File: src/rtl/htif_host_link.sv
// Host-side initiator for the 4-bit HTIF nibble link.
// Takes one command at a time and sends it to the target as a nibble packet.
// It then collects the target's nibble response, checks the ack header, and
// holds the result on the response port until the consumer accepts it.
module htif_host_link #(
    parameter int TIMEOUT_CYCLES = 1024,
    parameter int CNT_W          = 6
) (
    input  logic         clk,
    input  logic         rst,
    input  logic         req_val,
    output logic         req_rdy,
    input  logic [2:0]   req_cmd,
    input  logic [31:0]  req_addr,
    input  logic [127:0] req_data,
    output logic         link_out_val,
    output logic [3:0]   link_out_bits,
    input  logic         link_out_rdy,
    input  logic         link_in_val,
    input  logic [3:0]   link_in_bits,
    output logic         link_in_rdy,
    output logic         resp_val,
    input  logic         resp_rdy,
    output logic [127:0] resp_data,
    output logic [1:0]   resp_status
);

    localparam int TMO_W = $clog2(TIMEOUT_CYCLES + 1);
    localparam int PKT_W = 168;

    typedef enum logic [1:0] {
        IDLE = 2'd0,
        SEND = 2'd1,
        RECV = 2'd2,
        RESP = 2'd3
    } state_e;

    state_e             state_q, state_d;
    logic [CNT_W-1:0]   idx_q, idx_d;
    logic [TMO_W-1:0]   tmo_q, tmo_d;
    logic               bad_q, bad_d;
    logic [2:0]         cmd_q, cmd_d;
    logic [PKT_W-1:0]   pkt_q, pkt_d;
    logic [127:0]       rdata_q, rdata_d;

    logic               req_rdy_q, req_rdy_d;
    logic               link_out_val_q, link_out_val_d;
    logic [3:0]         link_out_bits_q, link_out_bits_d;
    logic               link_in_rdy_q, link_in_rdy_d;
    logic               resp_val_q, resp_val_d;
    logic [127:0]       resp_data_q, resp_data_d;
    logic [1:0]         resp_status_q, resp_status_d;

    logic [CNT_W-1:0]   idx_inc;
    logic [CNT_W-1:0]   idx_dec2;

    // Index of the last nibble the host sends for a command.
    function automatic logic [CNT_W-1:0] out_last(input logic [2:0] cmd);
        case (cmd)
            3'd1:    return CNT_W'(41);
            3'd3:    return CNT_W'(17);
            3'd5:    return CNT_W'(1);
            default: return CNT_W'(9);
        endcase
    endfunction

    // Index of the last nibble the target returns for a command.
    function automatic logic [CNT_W-1:0] in_last(input logic [2:0] cmd);
        case (cmd)
            3'd0:    return CNT_W'(33);
            3'd2:    return CNT_W'(9);
            default: return CNT_W'(1);
        endcase
    endfunction

    assign idx_inc  = idx_q + CNT_W'(1);
    assign idx_dec2 = idx_q - CNT_W'(2);

    assign req_rdy       = req_rdy_q;
    assign link_out_val  = link_out_val_q;
    assign link_out_bits = link_out_bits_q;
    assign link_in_rdy   = link_in_rdy_q;
    assign resp_val      = resp_val_q;
    assign resp_data     = resp_data_q;
    assign resp_status   = resp_status_q;

    // Next-state and registered-output computation for the link FSM.
    always_comb begin
        state_d         = state_q;
        idx_d           = idx_q;
        tmo_d           = tmo_q;
        bad_d           = bad_q;
        cmd_d           = cmd_q;
        pkt_d           = pkt_q;
        rdata_d         = rdata_q;
        link_out_val_d  = 1'b0;
        link_out_bits_d = 4'h0;
        resp_data_d     = resp_data_q;
        resp_status_d   = resp_status_q;

        case (state_q)
            IDLE: begin
                if (req_val && req_rdy_q) begin
                    cmd_d       = req_cmd;
                    // Whole packet laid out low nibble first: cmd byte, addr, data.
                    pkt_d       = {req_data, req_addr, 5'b0, req_cmd};
                    rdata_d     = '0;
                    bad_d       = 1'b0;
                    idx_d       = '0;
                    tmo_d       = '0;
                    resp_data_d = '0;
                    if (req_cmd > 3'd5) begin
                        state_d       = RESP;
                        resp_status_d = 2'd3;
                    end else begin
                        state_d = SEND;
                    end
                end
            end
            SEND: begin
                if (!link_out_val_q) begin
                    // Hold off the first nibble until the target is ready.
                    if (link_out_rdy) begin
                        link_out_val_d  = 1'b1;
                        link_out_bits_d = pkt_q[3:0];
                    end
                end else if (!link_out_rdy) begin
                    // The target faults on a gap, so a stall mid-packet is fatal.
                    state_d       = RESP;
                    resp_status_d = 2'd3;
                    resp_data_d   = '0;
                end else if (idx_q == out_last(cmd_q)) begin
                    state_d = RECV;
                    idx_d   = '0;
                    tmo_d   = '0;
                end else begin
                    idx_d           = idx_inc;
                    link_out_val_d  = 1'b1;
                    link_out_bits_d = pkt_q[{idx_inc, 2'b00} +: 4];
                end
            end
            RECV: begin
                if (link_in_val && link_in_rdy_q) begin
                    tmo_d = '0;
                    if ((idx_q == CNT_W'(0)) && (link_in_bits != 4'h6)) begin
                        bad_d = 1'b1;
                    end
                    if ((idx_q == CNT_W'(1)) && (link_in_bits != 4'h0)) begin
                        bad_d = 1'b1;
                    end
                    if (idx_q >= CNT_W'(2)) begin
                        rdata_d[{idx_dec2, 2'b00} +: 4] = link_in_bits;
                    end
                    if (idx_q == in_last(cmd_q)) begin
                        state_d       = RESP;
                        resp_status_d = bad_d ? 2'd1 : 2'd0;
                        resp_data_d   = rdata_d;
                    end else begin
                        idx_d = idx_inc;
                    end
                end else if (tmo_q == TMO_W'(TIMEOUT_CYCLES - 1)) begin
                    state_d       = RESP;
                    resp_status_d = 2'd2;
                    resp_data_d   = '0;
                    tmo_d         = TMO_W'(TIMEOUT_CYCLES);
                end else if (tmo_q != TMO_W'(TIMEOUT_CYCLES)) begin
                    tmo_d = tmo_q + 1'b1;
                end
            end
            RESP: begin
                if (resp_rdy) begin
                    state_d       = IDLE;
                    resp_data_d   = '0;
                    resp_status_d = 2'd0;
                end
            end
            default: begin
                state_d = IDLE;
            end
        endcase

        req_rdy_d     = (state_d == IDLE);
        link_in_rdy_d = (state_d == RECV);
        resp_val_d    = (state_d == RESP);
    end

    // Control state and all port-visible outputs; reset abandons any transfer.
    always_ff @(posedge clk) begin
        if (rst) begin
            state_q         <= IDLE;
            idx_q           <= '0;
            tmo_q           <= '0;
            bad_q           <= 1'b0;
            cmd_q           <= 3'd0;
            req_rdy_q       <= 1'b0;
            link_out_val_q  <= 1'b0;
            link_out_bits_q <= 4'h0;
            link_in_rdy_q   <= 1'b0;
            resp_val_q      <= 1'b0;
            resp_data_q     <= '0;
            resp_status_q   <= 2'd0;
        end else begin
            state_q         <= state_d;
            idx_q           <= idx_d;
            tmo_q           <= tmo_d;
            bad_q           <= bad_d;
            cmd_q           <= cmd_d;
            req_rdy_q       <= req_rdy_d;
            link_out_val_q  <= link_out_val_d;
            link_out_bits_q <= link_out_bits_d;
            link_in_rdy_q   <= link_in_rdy_d;
            resp_val_q      <= resp_val_d;
            resp_data_q     <= resp_data_d;
            resp_status_q   <= resp_status_d;
        end
    end

    // Packet and response payload storage; always rewritten before use.
    always_ff @(posedge clk) begin
        pkt_q   <= pkt_d;
        rdata_q <= rdata_d;
    end

endmodule

File: config.mk
export PLATFORM = sky130hd
export DESIGN_NAME = htif_host_link
export DESIGN_NICKNAME = d
export VERILOG_FILES = /design/src/rtl/htif_host_link.sv
export SDC_FILE = /design/constraint.sdc
export NUM_CORES = 1
export LEC_CHECK = 0
export ABC_AREA = 1
export CAP_MARGIN = 20
export CORE_ASPECT_RATIO = 1.5
export CORE_MARGIN = 2
export CORE_UTILIZATION = 57
export CTS_BUF_LIST = sky130_fd_sc_hd__clkbuf_8 sky130_fd_sc_hd__clkbuf_16
export CTS_CLUSTER_DIAMETER = 50
export DETAILED_ROUTE_END_ITERATION = 10
export HOLD_SLACK_MARGIN = 0.05
export PLACE_DENSITY = 0.95
export SLEW_MARGIN = 5
export SYNTH_ARGS = -nofsm -noshare
export SYNTH_HDL_FRONTEND = slang
export SYNTH_SLANG_ARGS = --single-unit
File: constraint.sdc
create_clock -name clk -period 19.9 [get_ports clk]
set_input_delay 3.98 -clock clk [delete_from_list [all_inputs] [get_ports clk]]
set_output_delay 3.98 -clock clk [all_outputs]
set_load 0.1 [all_outputs]
==> metrics, run 1 <==
status completed; setup violators final 0; Hold Fails Final Rpt 0; layout filler cell count 2523; syn avg cell area around 8.9 µm²; detailed-router iteration count before antenna repair 9; number of warnings printed during yosys synthesis 0; Antenna Nets Post-Route 0; half-perimeter wire length after placement between 40000 and 50000 µm; width of the die approximately 160 µm; Root Driver clkbuf_16; count of port buffers added during placement 310; H-tree Lvls 2; CTS tree built; TritonCTS Sinks around 450; kind of end point of the critical path flip-flop; library cell occupying the most area in the post-synthesis netlist edfxtp_1; number of flops mapped to enable cells by yosys roughly 290; number of different library cells in the post-synthesis netlist 46; most common cell after layout, fill and taps aside nand2_1; Hold Path Origin resp_data[5]; sequential-to-total area share from yosys stat roughly three fifths; total area of sequential cells 12000 µm²; core region area around 36000 µm²; Clock Pin Slew Worst Setup and Hold Paths around 0.06 ns; worst slew margin relative to its limit between 20% and 30%; number of pins exceeding their max-slew limit in the final report 0; Final Util between 70% and 80%; async set or reset register ratio after synthesis 0%; starting utilization of the core area between 50% and 60%; GP Congestion about 1.0; post-route standard cell area excluding fillers 25400 µm²; Synthesized Nets 2507; routed vias/inst between 5 and 6; 1st-iter DRT viols between 1500 and 2000; gate count after technology mapping approximately 2300; area occupied by multi-input gates between 7000 and 8000 µm²; flip-flop and latch count after synthesis 452; placed cells 2998; data arrival time at the worst-slack endpoint between 7 and 8 ns; r2r startpoint state_q[0]; fraction of final layout cells sized beyond drive strength 1 5.61%; critical path launch point type input port; Worst Setup Path Type in2reg; average wire per cell in the routed design approximately 21 µm; post-synthesis instance area 20600 µm²; via count of the first global-routing pass about 18000; commonest cells after routing, fill and taps aside nand2_1 (573), clkdlybuf4s50_1 (309), edfxtp_1 (291), inv_1 (215), a21oi_1 (211); post-synthesis to final-layout area growth 23.5%; highest clock rate ~140 MHz; Std-Cell Rows 85; DR vias approximately 18000; maximum clock insertion buffer count 3; nets between 2000 and 3000; Worst Max-Slew Pin Slew 1.11 ns; Critical Path Start req_val; drt total wl 65400 µm; number of antenna violations at the first check in global routing 0; diode count 0; IO Pins around 310; floorplan die area about 38000 µm²; number of buffers inserted by post-CTS setup repair 0; CTS Buf Count between 40 and 50; cell types occupying the most area after synthesis edfxtp_1 (42%), dfxtp_1 (16%), nand2_1 (10%), a21oi_1 (5.1%), nand3_1 (4.4%); worst endpoint required time between 20 and 25 ns; Chip Height approximately 240 µm; setup TNS after final layout 0 ns; type of the most critical hold path reg2reg; Final period util between 30% and 40%; maximum vdd ir drop around 0.08 mV; RSZ-0062 raised after global routing no; placed cell areas between 20000 and 25000 µm²; overall fraction of global-route tracks in use around a third; Pwr per Cell Area 112 nW/µm²; hold-fix buffer count after cts 0; final cell count without fillers 3079; Period minus WS final ~7 ns; later-pin clock latency in the skew report around 0.57 ns; Post-Route Skew 0.0133 ns; number of remaining DRC errors 0; fraction of synthesized cell area taken by the top area cell type a little over two fifths; Worst Path Max Fanout between 70 and 80; post-cts repair resize count 0; top flip-flop cell by instance count after synthesis edfxtp_1; number of max-cap violations 0; largest net degree at the start of global routing between 90 and 100; global-route wire length before repair about 100000 µm; global-route congestion overflow total 0; Leak Pwr 9.75 nW
[per-stage QoR]
stage	total power, W	hold slack [ns]	setup slack [ns]
5_1_grt	0.00296	0.482	12.81
3_3_place_gp	0.00198	0.452	12.07
3_5_place_dp	0.00201	0.457	11.86
2_1_floorplan	0.00184	0.477	5.20
4_1_cts	0.00283	0.466	12.35
6_report	0.00285	0.464	12.94
[worst max-delay path, cell delays in order]
cell and delay (ns):
clkdlybuf4s50_1 0.46, nand2_1 0.17, inv_1 0.11, nor2_1 0.09
nor3_1 0.35, nand3_4 0.51, nor2_4 0.45, buf_4 0.75
nand4_1 0.23, a21oi_1 0.27
[layout make-up]
cell class | count | area share (%)
multi-input combinational | 1523 | 28.9
tap | 478 | 2.35
clock inverter | 26 | 0.654
timing repair buffer | 326 | 12.8
clock buffer | 53 | 4.95
sequential | 452 | 47.1
inverter | 221 | 3.28
[registers in the layout, indices dropped and copies added (netlist names)]
signal         flops
pkt_q            163
rdata_q          128
resp_data        128
tmo_q             11
idx_q              6
link_out_bits      4
cmd_q              3
resp_status        2
state_q            2
bad_q              1
link_in_rdy        1
link_out_val       1
req_rdy            1
resp_val           1
[Yosys cell counts, types with 10 or more instances]
cell type / number
nor2_1: 201
o21ai_0: 71
nand4_1: 80
inv_2: 18
ha_1: 18
and2_1: 11
nand3_1: 179
buf_2: 24
nand2_1: 573
and3_1: 48
a21oi_1: 211
o21ai_1: 22
dfxtp_1: 161
o211ai_1: 15
nand2_2: 10
nor3_1: 12
clkbuf_1: 86
edfxtp_1: 291
inv_1: 200
[cells by family (layout without fill, tap and decap cells)]
| kind of cell | count (synthesis) | in the layout | synth area share (%) |
|---|---|---|---|
| fa+ha+maj | 18 | 18 | 1.09 |
| compound gates | 351 | 351 | 9.10 |
| buf+inv | 341 | 626 | 6.50 |
| mux | 2 | 2 | 0.0972 |
| xor+xnor | 7 | 7 | 0.298 |
| flops | 452 | 452 | 58.1 |
| simple gates | 1145 | 1145 | 24.8 |
[power breakdown]
part / internal [W] / leakage (nW) / switching (W)
logic: 0.000185 / 4.97 / 0.000520
registers: 0.00125 / 4.03 / 0.0000639
clock network: 0.000463 / 0.754 / 0.000361
[path summary, 6_finish.rpt]
path	to	slack, ns	cells past startpoint
min	resp_data[5]	0.46	2
max	resp_data[72]	12.94	10
max reg2reg	rdata_q[64]	15.45	6
min reg2reg	resp_data[5]	0.46	2
[per-layer routing]
metal,share of wire (%),vias to the layer above,global-route usage [%]
li1,-,8313,-
met1,33,8533,36.3
met2,51,1200,60.2
met3,8.0,273,4.96
met4,8.1,0,25.5
met5,0,-,0
Note: power is estimated with default switching activity, not from simulation.
==> run 2: changes to the inputs <==
--- a/config.mk
+++ b/config.mk
@@ -9,12 +9,12 @@
 export CAP_MARGIN = 20
 export CORE_ASPECT_RATIO = 1.5
 export CORE_MARGIN = 2
-export CORE_UTILIZATION = 57
+export CORE_UTILIZATION = 49
 export CTS_BUF_LIST = sky130_fd_sc_hd__clkbuf_8 sky130_fd_sc_hd__clkbuf_16
 export CTS_CLUSTER_DIAMETER = 50
 export DETAILED_ROUTE_END_ITERATION = 10
 export HOLD_SLACK_MARGIN = 0.05
-export PLACE_DENSITY = 0.95
+export PLACE_DENSITY = 0.88
 export SLEW_MARGIN = 5
 export SYNTH_ARGS = -nofsm -noshare
 export SYNTH_HDL_FRONTEND = slang
==> constraint.sdc (replaced) <==
create_clock -name clk -period 5.89 [get_ports clk]
set_input_delay 1.178 -clock clk [delete_from_list [all_inputs] [get_ports clk]]
set_output_delay 1.178 -clock clk [all_outputs]
set_load 0.1 [all_outputs]
==> metrics, run 2 (synthesized netlist as in run 1, its figures left out) <==
Hold Fails Final Rpt 0; average wire per cell in the routed design approximately 20 µm; most common cell after layout, fill and taps aside nand2_1; sequential power share 46.7%; largest net degree at the start of global routing roughly 130; maximum clock insertion buffer count 3; largest register by flop count pkt_q; status completed; worst slew margin relative to its limit between 20% and 30%; Leak Pwr roughly 10 nW; power consumption about 0.0095 W; maximum vdd ir drop roughly 0.37 mV; H-tree Lvls 2; Chip Height ~260 µm; number of flip-flops under the largest register name around 160; core region area approximately 42000 µm²; Pwr per Cell Area ~370 nW/µm²; hold-fix buffer count after cts 0; number of max-cap violations 0; commonest cells after routing, fill and taps aside nand2_1 (573), clkdlybuf4s50_1 (309), edfxtp_1 (291), a21oi_1 (211), inv_1 (209); post-cts repair resize count 0; DR vias around 18000; Post-Route Skew around 0.017 ns; number of buffers inserted by post-CTS setup repair 0; Std-Cell Rows just over 90; GP Congestion slightly below 1; diode count 0; CTS tree built; Worst Setup Path Type reg2reg; post-synthesis to final-layout area growth 23.8%; IO Pins approximately 310; starting utilization of the core area between 40 and 50%; type of the most critical hold path reg2reg; Clock Pin Slew Worst Setup and Hold Paths approximately 0.06 ns; 1st-iter DRT viols 1660; Period minus WS final 3.88 ns; TritonCTS Sinks ~450; global-route congestion overflow total 0; floorplan die area between 40000 and 50000 µm²; nets about 2800; Antenna Nets Post-Route 0; drt total wl 63900 µm; global-route wire length before repair 97500 µm; Switch Pwr roughly 0.0032 W; half-perimeter wire length after placement 45300 µm; critical path launch point type flip-flop; number of remaining DRC errors 0; highest clock rate 258 MHz; detailed-router iteration count before antenna repair 5; via count of the first global-routing pass approximately 18000; worst endpoint required time around 6.4 ns; routed vias/inst 5.66; Worst Path Max Fanout between 70 and 80; later-pin clock latency in the skew report around 0.56 ns; Final period util between 60% and 70%; Worst Max-Slew Pin Slew ~1.1 ns; CTS Buf Count 43; RSZ-0062 raised after global routing no; Root Driver clkbuf_16; width of the die 171 µm; fraction of final layout cells sized beyond drive strength 1 under 10%; setup TNS after final layout 0 ns; Clk network pwr share 28.3%; data arrival time at the worst-slack endpoint roughly 4.4 ns; kind of end point of the critical path flip-flop; number of antenna violations at the first check in global routing 1; count of port buffers added during placement 310; number of pins exceeding their max-slew limit in the final report 0; overall fraction of global-route tracks in use between 20% and 30%; internal power between 0.006 and 0.007 W; Sw Ratio roughly a third; share of power burned in combinational logic between 20% and 30%; setup violators final 0
==> run 2: cell types whose count changed in the layout (fill, tap and decap cells not counted), sizes merged <==
| cell | previous run | this run |
|---|---|---|
| clkbuf | 53 | 48 |
| clkinvlp | 2 | 1 |
| inv | 236 | 233 |
| buf | 17 | 21 |
| clkinv | 8 | 18 |
| bufinv | 1 | 0 |
==> run 2: area by class of cell <==
class / count / area, µm²
Clock inverter: 31 / 164
Inverter: 221 / 833
Sequential cell: 452 / 12000
Clock buffer: 48 / 1190
Tap cell: 564 / 706
Multi-Input combinational cell: 1523 / 7360
Fill cell: 3383 / 16300
Timing Repair Buffer: 330 / 3290
==> run 2: metal layers <==
layer	vias to the layer above	share of wire (%)	track usage (%)
li1	8326	-	-
met4	2	7.4	19.3
met1	8416	34	31.5
met3	235	6.9	4.58
met2	947	52	52.5
met5	-	0.025	0
==> run 2: metrics by stage <==
stage | setup slack (ns) | utilization, % | cells | hold slack (ns) | cell area, µm²
6_report | 2.01 | 61.0 | 3169 | 0.464 | 25500
4_1_cts | 2.07 | 61.0 | 3169 | 0.468 | 25500
5_1_grt | 1.59 | 61.0 | 3169 | 0.486 | 25500
3_3_place_gp | 1.65 | 57.8 | 3090 | 0.453 | 24100
2_1_floorplan | 0.558 | - | 2316 | 0.477 | 20600
3_5_place_dp | 1.59 | 57.8 | 3090 | 0.455 | 24100
==> run 2: path summary, 6_finish.rpt <==
| kind | startpoint | endpoint | slack (ns) | cells past startpoint |
|---|---|---|---|---|
| min reg2reg | resp_data[122] | resp_data[122] | 0.46 | 2 |
| max | state_q[0] | tmo_q[7] | 2.01 | 12 |
| max reg2reg | state_q[0] | tmo_q[7] | 2.01 | 12 |
| min | resp_data[122] | resp_data[122] | 0.46 | 2 |
==> run 2: worst max-delay path, cell delays in order, from the launching register on <==
cell	delay, ns
dfxtp_1	0.35
inv_1	0.21
ha_4	0.70
clkinv_2	0.75
nor2_1	0.26
nand3_1	0.09
nor2_1	0.10
nor2_1	0.05
nand2_1	0.31
clkinv_1	0.35
nand2_1	0.22
nand2_1	0.17
nor3b_1	0.21
==> run 2: power by group through the flow <==
stage | Sequential, W | Clock (W) | Combinational (W)
6_report | 0.00443 | 0.00269 | 0.00237
5_1_grt | 0.00448 | 0.00283 | 0.00260
3_3_place_gp | 0.00445 | 0 | 0.00226
4_1_cts | 0.00442 | 0.00272 | 0.00235
3_5_place_dp | 0.00449 | 0 | 0.00233
2_1_floorplan | 0.00463 | 0 | 0.00146
